[config.mk]
export PLATFORM = sky130hd
export DESIGN_NAME = pipe_reg_nstage
export DESIGN_NICKNAME = d
export VERILOG_FILES = /design/src/rtl/pipe_reg_nstage.sv
export SDC_FILE = /design/constraint.sdc
export NUM_CORES = 1
export LEC_CHECK = 0
export ABC_AREA = 1
export BUFFER_PORTS_ARGS = -buffer_cell sky130_fd_sc_hd__buf_2
export CORE_MARGIN = 4
export CORE_UTILIZATION = 59
export DETAILED_ROUTE_END_ITERATION = 7
export PLACE_DENSITY = 0.82
export SLEW_MARGIN = 10
export SYNTH_ARGS = -nofsm -noshare
export SYNTH_HDL_FRONTEND = slang
export SYNTH_SLANG_ARGS = --single-unit
[constraint.sdc]
create_clock -name clk -period 4.9 [get_ports clk]
set_input_delay 0.245 -clock clk [delete_from_list [all_inputs] [get_ports clk]]
set_output_delay 0.245 -clock clk [all_outputs]
set_load 0.01 [all_outputs]
[src/rtl/pipe_reg_nstage.sv]
// pipe_reg_nstage: elastic pipeline register, DEPTH stages of N-bit data.
// Each stage carries a valid bit; a combinational ready chain lets empty
// stages collapse bubbles while the output is stalled. Synchronous flush
// clears every valid bit, and a registered occupancy count is provided.

// One pipeline stage: a valid flop and a data flop with load/flush control.
module pipe_reg_nstage_stage #(
  parameter int           N         = 16,
  parameter logic [N-1:0] RESET_VAL = '0
) (
  input  logic         clk,
  input  logic         rst,
  input  logic         flush,
  input  logic         ld,       // this stage may take the word offered to it
  input  logic         vin,      // valid of the word offered
  input  logic [N-1:0] din,      // data of the word offered
  output logic         vld_q,
  output logic         vld_d,    // next-state valid, used for the count
  output logic [N-1:0] data_q
);
  logic [N-1:0] data_d;

  // Next state: flush clears valid only; a load copies valid, and data only
  // when the incoming word is real, so a bubble never overwrites held data.
  always_comb begin
    vld_d  = vld_q;
    data_d = data_q;
    if (flush) begin
      vld_d = 1'b0;
    end else if (ld) begin
      vld_d = vin;
      if (vin) data_d = din;
    end
  end

  // Stage flops, asynchronously cleared to empty / RESET_VAL.
  always_ff @(posedge clk or posedge rst) begin
    if (rst) begin
      vld_q  <= 1'b0;
      data_q <= RESET_VAL;
    end else begin
      vld_q  <= vld_d;
      data_q <= data_d;
    end
  end
endmodule

// Top level: ready chain, stage array, occupancy counter.
module pipe_reg_nstage #(
  parameter int           N         = 16,
  parameter int           DEPTH     = 4,
  parameter logic [N-1:0] RESET_VAL = '0
) (
  input  logic                       clk,
  input  logic                       rst,
  input  logic                       flush,
  input  logic                       in_valid,
  output logic                       in_ready,
  input  logic [N-1:0]               in_data,
  output logic                       out_valid,
  input  logic                       out_ready,
  output logic [N-1:0]               out_data,
  output logic [$clog2(DEPTH+1)-1:0] count
);
  localparam int CW = $clog2(DEPTH+1);

  logic [DEPTH-1:0]        vld_pipe;   // current stage valids, 0 = input side
  logic [DEPTH-1:0]        vld_nxt;    // valids after the coming edge
  logic [DEPTH-1:0]        rdy;        // stage i may load this cycle
  logic [DEPTH-1:0]        vin;        // valid offered to stage i
  logic [DEPTH-1:0][N-1:0] din;        // data offered to stage i
  logic [DEPTH-1:0][N-1:0] data_pipe;  // current stage data
  logic [CW-1:0]           count_d, count_q;

  // Ready chain from the output backwards: a stage can load if it is empty
  // or its successor can load. A running variable keeps the chain acyclic.
  always_comb begin
    logic r;
    r   = out_ready;
    rdy = '0;
    for (int i = DEPTH - 1; i >= 0; i--) begin
      r      = ~vld_pipe[i] | r;
      rdy[i] = r;
    end
  end

  // Word offered to each stage: the input port for stage 0, else predecessor.
  always_comb begin
    vin    = '0;
    din    = '0;
    vin[0] = in_valid;
    din[0] = in_data;
    for (int i = 1; i < DEPTH; i++) begin
      vin[i] = vld_pipe[i-1];
      din[i] = data_pipe[i-1];
    end
  end

  genvar g;
  generate
    for (g = 0; g < DEPTH; g++) begin : g_stage
      pipe_reg_nstage_stage #(
        .N         (N),
        .RESET_VAL (RESET_VAL)
      ) u_stage (
        .clk    (clk),
        .rst    (rst),
        .flush  (flush),
        .ld     (rdy[g]),
        .vin    (vin[g]),
        .din    (din[g]),
        .vld_q  (vld_pipe[g]),
        .vld_d  (vld_nxt[g]),
        .data_q (data_pipe[g])
      );
    end
  endgenerate

  // Occupancy after the coming edge: popcount of the next-state valids.
  always_comb begin
    count_d = '0;
    for (int i = 0; i < DEPTH; i++) count_d = count_d + CW'(vld_nxt[i]);
  end

  // Registered occupancy so count never depends combinationally on inputs.
  always_ff @(posedge clk or posedge rst) begin
    if (rst) count_q <= '0;
    else     count_q <= count_d;
  end

  assign in_ready  = rdy[0] & ~flush;
  assign out_valid = vld_pipe[DEPTH-1];
  assign out_data  = data_pipe[DEPTH-1];
  assign count     = count_q;
endmodule

==> run_results.csv <==
group,metric,value,unit
clocking,worstSkewPairLatency,0.34,ns
final_layout,final_cell_mix,"nand2_1, dfrtp_1, inv_1",
clocking,cts_hold_buf,0,
final_layout,nFillCells,408,
synth,ys.warnings.count,0,
final_layout,areaGrowthSynthToFinish,9.807,%
setup_path,worstSetupPathType,"reg2reg",
synth,postSynthAreaPerCell,9.300,um2
floorplan,die_x,79.14,um
clocking,cts_buffer_depth,2,
sta,layout_worst_path_cycle_share,47.72,%
clocking,post_cts_buffers,0,
sta,hold_viol_final,0,
clocking,htreeDepth,3,
power_and_ir_drop,power.share.clock,32.4,%
route,drc,0,
setup_path,cpMaxStageDelayCell,"fa_1",
floorplan,start_util,61.97,%
global_routing,grt_pass1_wl,8666,um
power_and_ir_drop,peakVddDrop,211.7,uV
setup_path,max_stage_delay,0.58,ns
synth,synth_area_leaders,"dfrtp_1, nand2_1, o21ai_0, nand3_1, inv_1",
sta,drv_slew,0,
hold_path,hold_path_class,"in2reg",
power_and_ir_drop,switching_share,26.74,%
final_layout,final_common_cell,"nand2_1",
placement,dp_hpwl,3423,um
power_and_ir_drop,seq_power_share,54.3,%
clocking,cts_resized,0,
global_routing,grt.total_usage,18.25,%
placement,gp_congestion,0.7748,
clocking,cts-buffers-inserted,9,
setup_path,cp_max_fo,18,
route,routedWlPerCell,11.86,um
final_layout,final_net_count,370,
sta,max_freq,427.7,MHz
route,viasPerCell,4.828,
status,status,"completed",
sta,rsz0062_at_grt,"no",
global_routing,grt_max_degree,72,
synth,synth_top_area_cell,"dfrtp_1",
setup_path,cp.arrival,2.56,ns
route,drt-total-wl,4957,um
global_routing,antenna_found_initial,0,
route,dr.pass1.iters,4,
setup_path,cp_cell_sequence,"inv_1, nor2_4, nand3_2, inv_1, a21oi_1, fa_1, inv_1, ha_1, ha_1",
sta,relSlewSlack,30.95,%
synth,synth_nets,345,
placement,io_buffers,41,
clocking,cts_tree,"done",
sta,final.setup.tns,0,ns
clocking,clk_pin_slew,0.07,ns
floorplan,die_h,79.14,um
placement,dp.cells,402,
sta,worst_pin_slew,1.033,ns
sta,setup_viol,0,
final_layout,final_cells,418,
clocking,cts-root-buf,"clkbuf_8",
floorplan,fp.coreArea,0.004817,mm2
floorplan,core.rowCount,25,
placement,place_area,0.003083,mm2
synth,ys_types,20,
synth,synth_area,0.002985,mm2
power_and_ir_drop,combPwrFrac,13.3,%
floorplan,die_area,0.006262,mm2
setup_path,worstPathRequired,5.12,ns
global_routing,grt_remaining_overflow,0,
power_and_ir_drop,leakagePower,1.788,nW
setup_path,crit_top_cell,"inv_1",
synth,yosys.area.top_type_share,59.51,%
route,postRouteAntennaNets,0,
setup_path,start_kind,"register",
clocking,clock-sinks,71,
flow_run,max_cap_viol_count,0,
global_routing,grt_pass1_vias,1911,
setup_path,cpLargestDelayFamily,"adder cells",
power_and_ir_drop,p_int,999.8,uW
setup_path,cp_num_buf_inv,3,
final_layout,num_antenna_cells,0,
route,num_vias,2018,
synth,synth-seq-area-share,59.51,%
final_layout,fin_area,0.003278,mm2
power_and_ir_drop,switchingPower,364.9,uW
synth,synth-seq-cells,71,
floorplan,pin_count,42,
sta,fin_skew,0.008236,ns
power_and_ir_drop,power_density,416.3,mW/mm2
setup_path,end_kind,"register",
sta,period_minus_slack,2.338,ns
route,drt-initial-drc-count,108,
synth,synthCells,321,
final_layout,drive_gt1_share,19.09,%
[sequential cells by signal (all words and copies together), names as in the netlist]
signal / count
g_stage.u_stage.vld_q: 4
count: 3
g_stage.u_stage.data_q: 64
[layer usage]
layer	vias up	part of all wire [%]	global-route usage (%)
li1	1033	-	-
met1	926	46	23.48
met2	48	47	28.28
met3	11	5.1	4.875
met4	0	2.0	9.794
met5	-	0	0
[tightest hold or removal path, delay by kind of cell]
kind | cells | cell delay [ns]
and+or+nand+nor | 2 | 0.12
buffers and inverters | 1 | 0.07
[final cells by class]
class                           count  area [um2]  share of cell area [%]
Tap cell                           67       83.83                   2.557
Timing Repair Buffer               42       212.7                   6.489
Sequential cell                    71        1777                   54.20
Inverter                           44       165.2                   5.038
Clock inverter                      2       12.51                  0.3817
Clock buffer                       14       182.7                   5.573
Multi-Input combinational cell    178       844.6                   25.76
[synth_stat cells]
master and instances:
a21oi_1 3, buf_1 1, buf_2 3, buf_4 20, buf_6 2, clkbuf_1 2, dfrtp_1 71, fa_1 1
ha_1 2, inv_1 43, inv_2 1, nand2_1 97, nand2_2 2, nand3_1 33, nand3_2 1, nand4_4 1
nor2_2 1, nor2_4 2, o211ai_2 1, o21ai_0 34
[stage by stage]
stage	total power, mW	setup slack [ns]	hold WS, ns	util, %
after floorplan	0.9014	2.810	0.3234	-
after global placement	0.9223	2.641	0.4550	64.00
after detailed placement	0.9363	2.565	0.4611	64.00
after CTS	1.379	2.547	0.1128	68.05
after global routing	1.442	2.362	0.1125	68.05
final	1.365	2.562	0.1298	68.05
[power groups by stage]
stage | registers [mW] | clock network (mW) | logic, mW
after floorplan | 0.738 | 0 | 0.164
after global placement | 0.745 | 0 | 0.177
after detailed placement | 0.752 | 0 | 0.185
after CTS | 0.741 | 0.452 | 0.186
after global routing | 0.753 | 0.473 | 0.215
final | 0.741 | 0.443 | 0.181
[logic make-up (layout without fill, tap and decap cells)]
group / Yosys count / after routing / synth area share (%)
buffers and inverters: 72 / 102 / 12.20
and+or+nand+nor: 137 / 137 / 20.16
AOI/OAI and AO/OA: 38 / 38 / 6.622
DFF: 71 / 71 / 59.51
adders and majority gates: 3 / 3 / 1.509
[path summary, 6_finish.rpt]
path,endpoint,slack [ns],startpoint,cells after the start
hold / removal,g_stage[0].u_stage.data_q[9],0.13,in_data[9],3
setup / recovery,count[1],2.56,g_stage[3].u_stage.vld_q,9
min in group asynchronous,g_stage[3].u_stage.data_q[1],0.15,rst,3
setup reg to reg,count[1],2.56,g_stage[3].u_stage.vld_q,9
max in group asynchronous,count[2],4.20,rst,3
hold reg to reg,g_stage[1].u_stage.data_q[0],0.47,g_stage[1].u_stage.data_q[0],2
Note: power is estimated with default switching activity, not from simulation.
